$ cat src/rtl/rst_sequencer.sv
// Reset release sequencer for the PLL-derived clock domains: waits for a stable
// lock, releases domain resets one stage at a time, re-sequences on lock loss or software request.
//
// state        | meaning
// -------------+---------------------------------------------------------------
// ST_WAIT_LOCK | all domains held in reset, counting consecutive lock cycles
// ST_RELEASE   | releasing domains in index order, one every STAGE_DELAY cycles
// ST_RUN       | every domain released, software requests accepted here
// ST_SW_HOLD   | software reset: all domains held for STAGE_DELAY cycles
module rst_sequencer #(
    parameter int N_DOMAINS   = 4,
    parameter int LOCK_STABLE = 255,
    parameter int STAGE_DELAY = 16,
    parameter int CNT_W       = 8
) (
    input  logic                 clk,
    input  logic                 reset,
    input  logic                 pll_lock,
    input  logic                 sw_rst_req,
    output logic                 sw_rst_ack,
    input  logic                 lock_lost_clr,
    output logic [N_DOMAINS-1:0] n_reset_out,
    output logic                 all_ready,
    output logic                 lock_lost,
    output logic [1:0]           state_dbg
);

    localparam int KW = (N_DOMAINS > 1) ? $clog2(N_DOMAINS) : 1;

    typedef enum logic [1:0] {
        ST_WAIT_LOCK = 2'd0,
        ST_RELEASE   = 2'd1,
        ST_RUN       = 2'd2,
        ST_SW_HOLD   = 2'd3
    } state_t;

    state_t               state, state_nxt;
    logic [CNT_W-1:0]     lock_cnt, lock_cnt_nxt;
    logic [CNT_W-1:0]     stage_cnt, stage_cnt_nxt;
    logic [KW-1:0]        k, k_nxt;
    logic [N_DOMAINS-1:0] n_reset_nxt;
    logic                 all_ready_nxt, ack_nxt, lock_lost_nxt;
    logic                 pending, pending_nxt, armed, armed_nxt;
    logic                 accept;

    assign state_dbg = state;
    assign accept    = sw_rst_req && armed;

    always_ff @(posedge clk) begin
        if (reset) begin
            state       <= ST_WAIT_LOCK;
            lock_cnt    <= '0;
            stage_cnt   <= '0;
            k           <= '0;
            n_reset_out <= '0;
            all_ready   <= 1'b0;
            sw_rst_ack  <= 1'b0;
            lock_lost   <= 1'b0;
            pending     <= 1'b0;
            armed       <= 1'b1;
        end else begin
            state       <= state_nxt;
            lock_cnt    <= lock_cnt_nxt;
            stage_cnt   <= stage_cnt_nxt;
            k           <= k_nxt;
            n_reset_out <= n_reset_nxt;
            all_ready   <= all_ready_nxt;
            sw_rst_ack  <= ack_nxt;
            lock_lost   <= lock_lost_nxt;
            pending     <= pending_nxt;
            armed       <= armed_nxt;
        end
    end

    always_comb begin
        state_nxt     = state;
        lock_cnt_nxt  = lock_cnt;
        stage_cnt_nxt = stage_cnt;
        k_nxt         = k;
        n_reset_nxt   = n_reset_out;
        all_ready_nxt = all_ready;
        ack_nxt       = 1'b0;
        lock_lost_nxt = lock_lost;
        pending_nxt   = pending;
        armed_nxt     = armed;

        if (!sw_rst_req) armed_nxt = 1'b1;
        if (lock_lost_clr) lock_lost_nxt = 1'b0;

        if (state == ST_WAIT_LOCK) begin
            n_reset_nxt   = '0;
            all_ready_nxt = 1'b0;
            if (!pll_lock) begin
                lock_cnt_nxt = '0;
            end else if (lock_cnt == CNT_W'(LOCK_STABLE - 1)) begin
                state_nxt     = ST_RELEASE;
                lock_cnt_nxt  = '0;
                stage_cnt_nxt = '0;
                k_nxt         = '0;
            end else begin
                lock_cnt_nxt = lock_cnt + CNT_W'(1);
            end
        end else if (!pll_lock) begin
            // Lock loss outranks a software request, but a request accepted on
            // the same cycle is remembered so its ack still arrives.
            state_nxt     = ST_WAIT_LOCK;
            n_reset_nxt   = '0;
            all_ready_nxt = 1'b0;
            lock_cnt_nxt  = '0;
            stage_cnt_nxt = '0;
            k_nxt         = '0;
            lock_lost_nxt = 1'b1;
            if (state == ST_RUN && accept) begin
                pending_nxt = 1'b1;
                armed_nxt   = 1'b0;
            end
        end else begin
            unique case (state)
                ST_RELEASE: begin
                    if (stage_cnt == CNT_W'(STAGE_DELAY - 1)) begin
                        n_reset_nxt[k] = 1'b1;
                        stage_cnt_nxt  = '0;
                        if (k == KW'(N_DOMAINS - 1)) begin
                            state_nxt     = ST_RUN;
                            all_ready_nxt = 1'b1;
                            ack_nxt       = pending;
                            pending_nxt   = 1'b0;
                        end else begin
                            k_nxt = k + KW'(1);
                        end
                    end else begin
                        stage_cnt_nxt = stage_cnt + CNT_W'(1);
                    end
                end
                ST_RUN: begin
                    if (accept) begin
                        state_nxt     = ST_SW_HOLD;
                        pending_nxt   = 1'b1;
                        armed_nxt     = 1'b0;
                        n_reset_nxt   = '0;
                        all_ready_nxt = 1'b0;
                        stage_cnt_nxt = '0;
                        k_nxt         = '0;
                    end
                end
                ST_SW_HOLD: begin
                    if (stage_cnt == CNT_W'(STAGE_DELAY - 1)) begin
                        state_nxt     = ST_RELEASE;
                        stage_cnt_nxt = '0;
                    end else begin
                        stage_cnt_nxt = stage_cnt + CNT_W'(1);
                    end
                end
                default: state_nxt = ST_WAIT_LOCK;
            endcase
        end
    end

endmodule

$ cat config.mk
export PLATFORM = sky130hd
export DESIGN_NAME = rst_sequencer
export DESIGN_NICKNAME = d
export VERILOG_FILES = /design/src/rtl/rst_sequencer.sv
export SDC_FILE = /design/constraint.sdc
export NUM_CORES = 1
export LEC_CHECK = 0
export BUFFER_PORTS_ARGS = -buffer_cell sky130_fd_sc_hd__buf_2
export CAP_MARGIN = 20
export CORE_UTILIZATION = 58
export DETAILED_ROUTE_END_ITERATION = 7
export PLACE_DENSITY_LB_ADDON = 0.15
export SYNTH_ARGS = -nofsm -noshare
export SYNTH_HDL_FRONTEND = slang
export SYNTH_SLANG_ARGS = --single-unit
export TNS_END_PERCENT = 5
$ cat constraint.sdc
create_clock -name clk -period 2.2 [get_ports clk]
set_input_delay 0.44 -clock clk [delete_from_list [all_inputs] [get_ports clk]]
set_output_delay 0.44 -clock clk [all_outputs]
set_load 0.05 [all_outputs]
Yosys cells after proc, flatten, opt, wreduce, memory -nomap -nowiden --
Index checks and enable logic that the tools add are counted.
Word-level totals: register bits after elaboration 29, input bits 5, output and inout port bits 9, logic and storage cells 111
Cells by class: $add $sub $neg 3, magnitude comparators 2, eq/ne operators 23, muxes and demuxes 52, bitwise logic cells 6, reductions and logical operators 15
Operators by type and width (count):
- 8-bit 2-to-1 mux | 10
- 2-bit 2-to-1 mux | 15
- 4-bit != test, second input constant | 5
- 1-bit 2-to-1 mux | 18
- 6-bit AND reduction | 3
- 8-bit by 1-bit adder with 8-bit output, second input constant | 2
- 8-bit case mux with 2 select lines | 1
- 3-bit != test, second input constant | 3
- 8-bit by 4-bit equality test with 1-bit output, second input constant | 1
- 8-bit equality test, second input constant | 1
- 4-bit 2-to-1 mux | 2
- 2-bit != test, second input constant | 4
- 4-bit case mux with 2 select lines | 1
- 4-bit AND reduction | 2
- 2-bit equality test, second input constant | 3
- 2-bit case mux with 3 select lines | 1
- 6-bit OR reduction | 1
- 1-bit inverter | 5
- 2-bit by 1-bit != test with 1-bit output, second input constant | 2
- 4-bit by 1-bit != test with 1-bit output, second input constant | 1
- 4-bit by 2-bit != test with 1-bit output, second input constant | 1
- 4-bit bitwise OR | 1
- 1-bit case mux with 2 select lines | 2
- 2-bit case mux with 2 select lines | 1
- other kinds (12) | 15

Depth between registers and ports, before layout --
Gate-level depths: netlist of run 1.
depth in word-level cells 7, mapped depth 8, gate-level depth less buffers 7

Worst setup path before layout of run 1 --
OpenSTA, ideal clock, no wires.
path type reg2reg, start point register state[0] (netlist: state_dbg[0]), end point register stage_cnt[3], library setup time 75 ps, data arrival time 2311 ps, required time 2125 ps, path slack -185 ps, cell stages (with the launch flop) 9, path buffers 1, period minus slack after synthesis 2385 ps, cells stage by stage dfxtp_1 -> inv_1 -> ha_1 -> buf_6 -> nor2b_1 -> a31oi_4 -> nand3_4 -> or4_1 -> o22ai_1
On the way: word-level cells in the longest chain between the ends 5, elaborated cells between the ends (all ways) 13, classes of those cells eq/ne (7); mux (3); reduce/logical (3)
Ends and longest elaborated chain:
- from (decl) | RTL line 37 | state_t state, state_nxt;
- from (signal assigned) | RTL line 62 | state <= state_nxt;
- 2-bit equality test or 2-bit by 1-bit equality test with 1-bit output (tied branches) | RTL line 118 | unique case (state)
- 2-bit OR reduction (no source line)
- 8-bit case mux with 2 select lines | RTL line 118
- 8-bit 2-to-1 mux | RTL line 103 | end else if (!pll_lock) begin
- 8-bit 2-to-1 mux | RTL line 90 | if (state == ST_WAIT_LOCK) begin
- to (signal assigned) | RTL line 64 | stage_cnt <= stage_cnt_nxt;
- to (decl) | RTL line 39 | logic [CNT_W-1:0] stage_cnt, stage_cnt_nxt;
Parallel ways exist; a longest one is shown, timed or not. A chain may end at the register's enable or synchronous reset.

Final worst setup path of run 1 --
start point register state[1] (netlist: state_dbg[1]), end point register stage_cnt[3]
The elaborated chain is that of the path after synthesis.

==> impl_summary.log, run 1 <==
INFO  metric drt-initial-drc-count = 93
INFO  metric post_synth.cell_area_avg = 8.56 sq um
INFO  metric die_y = 55.4 microns
INFO  metric crit_reg_reg_endpoint = stage_cnt[3]$_SDFFE_PP0P_
INFO  metric power.sequential.fraction = 56.1%
INFO  metric postCtsHoldBufs = 0
INFO  metric initial_core_util = 63.8%
INFO  metric dominantRegCellSynth = sky130_fd_sc_hd__dfxtp_1
INFO  metric design.final.nets = approximately 230
INFO  metric std_cell_rows = 18
INFO  metric cts_made_buffers = 5
INFO  metric worst-r2r-cell-count = 7
INFO  metric synthesis.yosys.warnings = 0
INFO  metric ff2ff_setup_slack = 0.21 ns
INFO  metric num_vias = ~1500
INFO  metric outcome = completed
INFO  metric min-delay-start = sw_rst_req
INFO  metric post_drt_via_cell_ratio = 6.06
INFO  metric peak_supply_drop = slightly above 0.4 mV
INFO  metric die_area = about 3000 sq um
INFO  metric yosys.cell_types.count = 56
INFO  metric setup_viol = 0
INFO  metric hold_viol = 0
INFO  metric synthArstFlopShare = 0%
INFO  metric cts_max_path_buffers = 2
INFO  metric instances_no_fill = 243
INFO  metric min_period_over_period = 90.6%
INFO  metric worstHoldEndpoint = armed$_SDFF_PP1_
INFO  metric synth.top_cell.area_share = 35.1%
INFO  metric maxcap_violations = 0
INFO  metric placedCellCount = approximately 240
INFO  metric cp_capture_type = flip-flop
INFO  metric drc_errors = 0
INFO  metric clkSlewWorstSetupHoldPaths = 0.09 ns
INFO  metric number_of_levels_the_h_tree_was_split_into = 2
INFO  metric grt_remaining_overflow = 0
INFO  metric layout_min_cycle_time = 1.99 ns
INFO  metric reg2reg_start = state_dbg[1]$_SDFFE_PP0P_
INFO  metric grt_first_pass_wirelength = 6.19 mm
INFO  metric netSwitchingPower = 220 uW
INFO  metric die_x = 55.4 microns
INFO  metric totalWireLength = 3.64 mm
INFO  metric grt_setup_unrepaired = false
INFO  metric grt_antenna_before_repair = 0
INFO  metric crit_type = reg -> reg
INFO  metric grt_start_max_net_pins = 14
INFO  metric most_frequently_used_cell_type_in_the_post_synthesis_netlist = sky130_fd_sc_hd__dfxtp_1
INFO  metric min_path_cells = 2
INFO  metric worstHoldPathType = in -> reg
INFO  metric postSynthNetCount = 210
INFO  metric power_per_cell_area = 516 nW/um^2
INFO  metric synth_seq_area_share = 35.1%
INFO  metric met3WireLength = 261 microns
INFO  metric synth.ff_latch_count = 29
INFO  metric clkPwrFrac = 40.3%
INFO  metric netlist_top_cells_count = sky130_fd_sc_hd__dfxtp_1, sky130_fd_sc_hd__nand2_1, sky130_fd_sc_hd__nor2_1
INFO  metric finalClockSkew = 0.00748 ns
INFO  metric num_antenna_cells = 0
INFO  metric grt_pass1_vias = 1357
INFO  metric final_layout_size_suffix_gt1_share = 19.2%
INFO  metric fillCellCount = between 200 and 250
INFO  metric fmax = 502 MHz
INFO  metric worst_skew_pair.late_latency = 0.34 ns
INFO  metric netlist_instances = 193
INFO  metric post_cts_resize_count = 0
INFO  metric setup_fix_bufs_post_cts = 0
INFO  metric setup_total_negative_slack = 0 ns
INFO  metric max_slew.worst_pin.slew = 0.418 ns
INFO  metric clockRootBuffer = sky130_fd_sc_hd__clkbuf_4
INFO  metric internal_power = 723 uW
INFO  metric synthTopCellsByArea = sky130_fd_sc_hd__dfxtp_1, sky130_fd_sc_hd__ha_1, sky130_fd_sc_hd__nand2_1
INFO  metric timing.max_slew.rel_slack = 72.0%
INFO  metric highest_layer = met4
INFO  metric switching_share = 23.4%
INFO  metric final_max_slew_viol_count = 0
INFO  metric timing.critical_path.from_type = flip-flop
INFO  metric crit_fanout = 8
INFO  metric pin_count = 14
INFO  metric grt.total_usage = 25.2%
INFO  metric buffer_ports.inserted = 13
INFO  metric drt_first_pass_iters = 4
INFO  metric worst_ep_arrival_time = 2.25 ns
INFO  metric required_time_at_the_endpoint_of_the_critical_path = 2.46 ns
INFO  metric cts.sink_count = 29
INFO  metric flow.area_growth_from_synthesis = 10.4%
INFO  metric dr_wl_cell = ~15 microns
INFO  metric leakage = 0.000703 uW
INFO  metric post-dp-hpwl = about 2.6 mm
INFO  metric gp_congestion = 0.838
INFO  metric cts_tree = built
INFO  metric placeableCoreArea = 2590 sq um
INFO  metric met2_wirelength = 1.72 mm
INFO  metric synth_enable_flop_cells = 0
INFO  metric power.combinational.fraction = 3.6%
INFO  metric m1WireLength = 1.61 mm
INFO  metric synthesis.area = 1650 sq um
INFO  metric yosysTopAreaCell = sky130_fd_sc_hd__dfxtp_1
INFO  metric ant_nets = 0
## layout make-up
type,instances,area (sq um),area share (%)
Tap cell,30,37.5,2.06
Multi-Input combinational cell,148,998,54.7
Clock buffer,7,65.1,3.56
Timing Repair Buffer,17,95.1,5.21
Inverter,11,41.3,2.26
Clock inverter,1,5.00,0.274
Sequential cell,29,583,31.9
## metrics by stage
step | setup slack [ns] | hold slack, ns | cell area [sq um] | total power [uW] | utilization (%)
CTS | 0.208 | 0.310 | 1830 | 944 | 70.5
global route | 0.0473 | 0.301 | 1830 | 980 | 70.5
detailed placement | 0.237 | 0.458 | 1760 | 574 | 67.8
finish | 0.207 | 0.298 | 1830 | 943 | 70.5
floorplan | 0.0420 | 0.442 | 1660 | 563 | -
global placement | 0.325 | 0.445 | 1760 | 573 | 67.8
## power by group through the flow
stage	Clock, uW	Sequential (uW)	Combinational, uW
floorplan	0	540	23.0
global placement	0	541	32.4
detailed placement	0	541	33.4
CTS	381	529	33.7
global route	413	529	37.3
finish	380	529	34.3
## placed cells by master, fill, tap and decap left out, drive strengths merged, types with 3 or more instances in the layout
cell type / instances
dfxtp: 29
nand2: 21
nor2: 18
buf: 17
a21oi: 14
o21ai: 13
ha: 12
inv: 10
nand3: 10
o31ai: 7
clkbuf: 7
and3: 5
nand4: 5
nor2b: 3
nor3b: 3
xnor2: 3
or4: 3
## critical path, cell delays in order (launching register included)
cell and delay [ns]:
sky130_fd_sc_hd__dfxtp_2 0.41, sky130_fd_sc_hd__inv_1 0.08, sky130_fd_sc_hd__ha_1 0.22, sky130_fd_sc_hd__nor2b_1 0.16
sky130_fd_sc_hd__a31oi_4 0.23, sky130_fd_sc_hd__nand3_4 0.14, sky130_fd_sc_hd__or4_1 0.52, sky130_fd_sc_hd__o22ai_1 0.16
## state kept, by name, indices dropped and copies added, names as in the netlist
name         flops
lock_lost        1
lock_cnt         8
stage_cnt        8
all_ready        1
pending          1
state_dbg        2
sw_rst_ack       1
armed            1
k                2
n_reset_out      4
## logic make-up after synthesis
| logic type | share of synthesized area, % |
|---|---|
| compound gates | 21.8 |
| xor+xnor | 2.12 |
| fa+ha+maj | 9.08 |
| flops | 35.1 |
| simple gates | 26.1 |
| buf+inv | 4.47 |
| mux | 1.29 |
## routing by layer
| metal | GRT usage [%] | vias up |
|---|---|---|
| li1 | - | 734 |
| met1 | 32.5 | 676 |
| met2 | 41.3 | 56 |
| met3 | 7.49 | 7 |
| met4 | 6.43 | 0 |
| met5 | 0 | - |
## worst max-delay path by stage
stage / endpoint / from / slack (ns) / depth (start not counted)
CTS: stage_cnt[3]$_SDFFE_PP0P_ / state_dbg[0]$_SDFFE_PP0P_ / 0.21 / 7
finish: stage_cnt[3]$_SDFFE_PP0P_ / state_dbg[1]$_SDFFE_PP0P_ / 0.21 / 7
floorplan: stage_cnt[3]$_SDFFE_PP0P_ / state_dbg[0]$_SDFFE_PP0P_ / 0.04 / 8
detailed placement: stage_cnt[3]$_SDFFE_PP0P_ / state_dbg[0]$_SDFFE_PP0P_ / 0.24 / 7
global placement: stage_cnt[3]$_SDFFE_PP0P_ / state_dbg[0]$_SDFFE_PP0P_ / 0.33 / 7
global route: stage_cnt[2]$_SDFFE_PP0P_ / state_dbg[0]$_SDFFE_PP0P_ / 0.05 / 7
(Power assumes the default switching activity.)
==> inputs of run 2 (changes only) <==
--- a/config.mk
+++ b/config.mk
@@ -9,3 +9,3 @@
 export CAP_MARGIN = 20
-export CORE_UTILIZATION = 58
+export CORE_UTILIZATION = 45
 export DETAILED_ROUTE_END_ITERATION = 7
--- a/constraint.sdc
+++ b/constraint.sdc
@@ -3,2 +3,2 @@
 set_output_delay 0.44 -clock clk [all_outputs]
-set_load 0.05 [all_outputs]
+set_load 0.1 [all_outputs]
==> impl_summary.log, run 2 (synthesis gave the netlist of run 1 again) <==
INFO  metric number_of_levels_the_h_tree_was_split_into = 2
INFO  metric switching_share = a little under a quarter
INFO  metric drc_errors = 0
INFO  metric cpMaxStageDelayCell = sky130_fd_sc_hd__or4_1
INFO  metric num_antenna_cells = 0
INFO  metric p_total = 891 uW
INFO  metric final_layout_size_suffix_gt1_share = 18.4%
INFO  metric die_area = 3920 sq um
INFO  metric crit_fanout = 9
INFO  metric totalWireLength = 3.57 mm
INFO  metric cts.sink_count = 29
INFO  metric post-dp-hpwl = 2.61 mm
INFO  metric grt_remaining_overflow = 0
INFO  metric most-common-layout-cells = sky130_fd_sc_hd__dfxtp_1, sky130_fd_sc_hd__nand2_1, sky130_fd_sc_hd__nor2_1, sky130_fd_sc_hd__a21oi_1, sky130_fd_sc_hd__buf_2
INFO  metric postCtsHoldBufs = 0
INFO  metric initial_core_util = slightly below 50%
INFO  metric pin_count = 14
INFO  metric buffer_ports.inserted = 13
INFO  metric clkSlewWorstSetupHoldPaths = 0.09 ns
INFO  metric flow.area_growth_from_synthesis = 11.1%
INFO  metric drt-initial-drc-count = 98
INFO  metric dr_wl_cell = about 14 microns
INFO  metric required_time_at_the_endpoint_of_the_critical_path = 2.46 ns
INFO  metric crit_type = reg -> reg
INFO  metric maxcap_violations = 0
INFO  metric design.final.nets = 229
INFO  metric internal_power = 686 uW
INFO  metric num_vias = 1465
INFO  metric worst_ep_arrival_time = about 2.3 ns
INFO  metric min_period_over_period = about nine tenths
INFO  metric post_cts_resize_count = 0
INFO  metric std_cell_rows = 21
INFO  metric outcome = completed
INFO  metric timing.critical_path.buf_inv = 1
INFO  metric cts_made_buffers = 5
INFO  metric fmax = approximately 500 MHz
INFO  metric timing.max_slew.rel_slack = 67.8%
INFO  metric final_common_cell = sky130_fd_sc_hd__dfxtp_1
INFO  metric hold_viol = 0
INFO  metric postLayoutCoreUtil = 53.7%
INFO  metric gr-max-usage-layer = met2
INFO  metric grt_pass1_vias = 1369
INFO  metric detailedPlace.worstSlack = 0.221 ns
INFO  metric grt_start_max_net_pins = 14
INFO  metric globalRouteMet1Util = 24.7%
INFO  metric die_x = 62.6 microns
INFO  metric die_y = 62.6 microns
INFO  metric gp_congestion = between 0.8 and 0.9
INFO  metric worstHoldPathType = in -> reg
INFO  metric timing.critical_path.from_type = flip-flop
INFO  metric layout_top_registers = lock_cnt (8), stage_cnt (8), n_reset_out (4)
INFO  metric grt_antenna_before_repair = 0
INFO  metric placeableCoreArea = roughly 3400 sq um
INFO  metric gr-usage-met2 = 31.5%
INFO  metric finalClockSkew = 0.00281 ns
INFO  metric clockRootBuffer = sky130_fd_sc_hd__clkbuf_4
INFO  metric setup_total_negative_slack = 0 ns
INFO  metric grt_setup_unrepaired = false
INFO  metric post_drt_via_cell_ratio = 5.68
INFO  metric setup_viol = 0
INFO  metric power.sequential.fraction = 59.1%
INFO  metric worst_skew_pair.late_latency = 0.33 ns
INFO  metric cts_tree = built
INFO  metric grt_first_pass_wirelength = just over 6 mm
INFO  metric crit_path_cell_trace = inv_1 -> ha_1 -> nor3b_1 -> nand2_1 -> nand3_4 -> or4_1 -> o22ai_1
INFO  metric netSwitchingPower = 205 uW
INFO  metric cts_max_path_buffers = 2
INFO  metric final_max_slew_viol_count = 0
INFO  metric power.combinational.fraction = 3.9%
INFO  metric drt_first_pass_iters = 4
INFO  metric power_per_cell_area = 485 nW/um^2
INFO  metric max_slew.worst_pin.slew = 0.486 ns
INFO  metric clkPwrFrac = a little under two fifths
INFO  metric leakage = between 0.0006 and 0.0007 uW
INFO  metric setup_fix_bufs_post_cts = 0
INFO  metric smallest_setup_slack_after_layout = 0.210 ns
INFO  metric cp_slowest_stage_delay = between 0.5 and 0.6 ns
INFO  metric cp_capture_type = flip-flop
INFO  metric ant_nets = 0
INFO  metric fillCellCount = about 340
INFO  metric layout_min_cycle_time = between 1.5 and 2 ns
INFO  metric cpLargestDelayFamily = simple AND/OR/NAND/NOR gates
INFO  metric grt_util_met3 = 5.84%
INFO  metric peak_supply_drop = 0.223 mV
INFO  metric grt.total_usage = 19.5%
## run 2: power by group through the flow
stage / clock [uW] / sequential [uW] / combinational [uW]
floorplan: 0 / 538 / 23.0
global placement: 0 / 539 / 33.4
detailed placement: 0 / 539 / 34.1
CTS: 337 / 526 / 34.2
global route: 369 / 527 / 38.0
finish: 330 / 526 / 34.6
## run 2: final timing paths
| path | start | endpoint | slack (ns) | cells after the start |
|---|---|---|---|---|
| hold / removal | sw_rst_req | armed$_SDFF_PP1_ | 0.30 | 2 |
| setup / recovery | state_dbg[0]$_SDFFE_PP0P_ | stage_cnt[3]$_SDFFE_PP0P_ | 0.21 | 7 |
| setup reg to reg | state_dbg[0]$_SDFFE_PP0P_ | stage_cnt[3]$_SDFFE_PP0P_ | 0.21 | 7 |
| hold reg to reg | n_reset_out[0]$_SDFFE_PP0P_ | n_reset_out[0]$_SDFFE_PP0P_ | 0.47 | 2 |
## run 2: layout make-up
type / instances / area [sq um] / share of cell area, %
Sequential cell: 29 / 588 / 32.0
Inverter: 11 / 41.3 / 2.25
Clock buffer: 7 / 55.1 / 3.00
Timing Repair Buffer: 17 / 95.1 / 5.18
Multi-Input combinational cell: 148 / 998 / 54.4
Tap cell: 46 / 57.6 / 3.14
## run 2: through the flow
stage               hold slack (ns)  instance area, sq um  instances
finish                        0.298                  1840        258
detailed placement            0.457                  1780        251
global placement              0.445                  1780        251
floorplan                     0.442                  1660        193
CTS                           0.293                  1840        258
global route                  0.285                  1840        258
## run 2: metal layers
metal,vias up,routed length [microns]
li1,730,-
met1,697,1690
met2,33,1680
met3,5,157
met4,0,40
met5,-,0
==> inputs of run 3 (changes only) <==
- CORE_UTILIZATION: 45 -> 62
- clock period: 2.2 -> 2.5 ns (I/O delays scaled with it)
==> impl_summary.log, run 3 (synthesis gave the netlist of run 1 again) <==
INFO  metric outcome = completed
INFO  metric grt_setup_unrepaired = false
INFO  metric num_antenna_cells = 0
INFO  metric gp_congestion = 0.867
INFO  metric timing.max_slew.rel_slack = between 40% and 50%
INFO  metric min_period_over_period = 87.1%
INFO  metric finalClockSkew = 0.00709 ns
INFO  metric cts_max_path_buffers = 2
INFO  metric worstHoldPathType = in -> reg
INFO  metric worst_skew_pair.late_latency = 0.34 ns
INFO  metric pin_count = 14
INFO  metric leakage = ~0.00068 uW
INFO  metric required_time_at_the_endpoint_of_the_critical_path = 2.75 ns
INFO  metric flow.area_growth_from_synthesis = 8.18%
INFO  metric crit_fanout = 9
INFO  metric fmax = between 400 and 500 MHz
INFO  metric detailedPlace.worstSlack = 0.359 ns
INFO  metric cp_capture_type = flip-flop
INFO  metric final_common_cell = sky130_fd_sc_hd__dfxtp_1
INFO  metric peak_supply_drop = 0.469 mV
INFO  metric layout_top_registers = lock_cnt (8), stage_cnt (8), n_reset_out (4)
INFO  metric max_slew.worst_pin.slew = a little over 0.8 ns
INFO  metric post_drt_via_cell_ratio = between 6 and 7
INFO  metric drt_first_pass_iters = 4
INFO  metric drc_errors = 0
INFO  metric grt_start_max_net_pins = 14
INFO  metric ff2ff_setup_slack = ~0.32 ns
INFO  metric finished_cell_area = around 1800 sq um
INFO  metric grt_pass1_vias = roughly 1300
INFO  metric timing.critical_path.from_type = flip-flop
INFO  metric dpl-instance-area = 1730 sq um
INFO  metric die_y = 53.6 microns
INFO  metric post_cts_resize_count = 0
INFO  metric final_max_slew_viol_count = 0
INFO  metric grt_remaining_overflow = 0
INFO  metric grt.total_usage = roughly 29%
INFO  metric drt-initial-drc-count = 66
INFO  metric clockRootBuffer = sky130_fd_sc_hd__clkbuf_4
INFO  metric crit_type = reg -> reg
INFO  metric setup_total_negative_slack = 0 ns
INFO  metric initial_core_util = 66.1%
INFO  metric cts_made_buffers = 5
INFO  metric grt_antenna_before_repair = 0
INFO  metric hold_viol = 0
INFO  metric grt_first_pass_wirelength = between 5 and 6 mm
INFO  metric final_layout_size_suffix_gt1_share = 17.2%
INFO  metric maxcap_violations = 0
INFO  metric power_per_cell_area = 440 nW/um^2
INFO  metric most-common-layout-cells = sky130_fd_sc_hd__dfxtp_1, sky130_fd_sc_hd__nand2_1, sky130_fd_sc_hd__nor2_1, sky130_fd_sc_hd__a21oi_1, sky130_fd_sc_hd__buf_2
INFO  metric number_of_levels_the_h_tree_was_split_into = 2
INFO  metric cts.sink_count = 29
INFO  metric worst_ep_arrival_time = 2.43 ns
INFO  metric post-dp-hpwl = 2.67 mm
INFO  metric placeableCoreArea = 2500 sq um
INFO  metric cts_tree = built
INFO  metric die_x = between 50 and 60 microns
INFO  metric fillCellCount = 209
INFO  metric design.final.nets = 226
INFO  metric buffer_ports.inserted = 13
INFO  metric num_vias = 1500
INFO  metric std_cell_rows = 18
INFO  metric clkSlewWorstSetupHoldPaths = 0.08 ns
INFO  metric ant_nets = 0
INFO  metric die_area = approximately 2900 sq um
INFO  metric setup_viol = 0
INFO  metric layout_min_cycle_time = between 2 and 2.5 ns
INFO  metric totalWireLength = 3.69 mm
INFO  metric finalHoldWorstSlack = roughly 0.37 ns
INFO  metric postCtsHoldBufs = 0
INFO  metric smallest_setup_slack_after_layout = 0.323 ns
INFO  metric dr_wl_cell = 15.4 microns
INFO  metric setup_fix_bufs_post_cts = 0
INFO  metric p_total = 786 uW
## run 3: final timing paths
path / from / cells after the start / endpoint
worst max-delay path: state_dbg[0]$_SDFFE_PP0P_ / 7 / stage_cnt[3]$_SDFFE_PP0P_
worst min-delay path: sw_rst_req / 2 / armed$_SDFF_PP1_
worst max register to register: state_dbg[0]$_SDFFE_PP0P_ / 7 / stage_cnt[3]$_SDFFE_PP0P_
worst min register to register: n_reset_out[0]$_SDFFE_PP0P_ / 2 / n_reset_out[0]$_SDFFE_PP0P_
## run 3: critical path, stage by stage (launching register included)
cell and delay [ns]:
sky130_fd_sc_hd__dfxtp_2 0.38, sky130_fd_sc_hd__inv_1 0.09, sky130_fd_sc_hd__ha_1 0.33, sky130_fd_sc_hd__nor2b_1 0.21
sky130_fd_sc_hd__a31oi_4 0.23, sky130_fd_sc_hd__nand3_4 0.15, sky130_fd_sc_hd__or4_1 0.53, sky130_fd_sc_hd__o22ai_1 0.18
## run 3: metrics by stage
stage | std cells | util, %
after floorplan | 193 | -
after global placement | 232 | 69.3
after detailed placement | 232 | 69.3
after CTS | 239 | 71.5
after global routing | 239 | 71.5
final | 239 | 71.5
## run 3: layout make-up
class                   count  area, sq um  share of cell area, %
clock buffers               7         55.1                   3.08
inverters                  11         41.3                   2.31
multi-input cells         148          998                   55.8
flip-flops and latches     29          583                   32.6
well taps                  30         37.5                   2.10
repair buffers             14         72.6                   4.06
## run 3: power breakdown
group	switching (uW)	internal, uW
combinational	19.8	9.01
sequential	2.25	463
clock	160	132
total	182	604
## run 3: layer usage
layer | global-route usage (%) | share of wire, %
met1 | 35.3 | 47
met2 | 46.9 | 47
met3 | 6.50 | 4.5
met4 | 16.2 | 1.6
met5 | 0 | 0
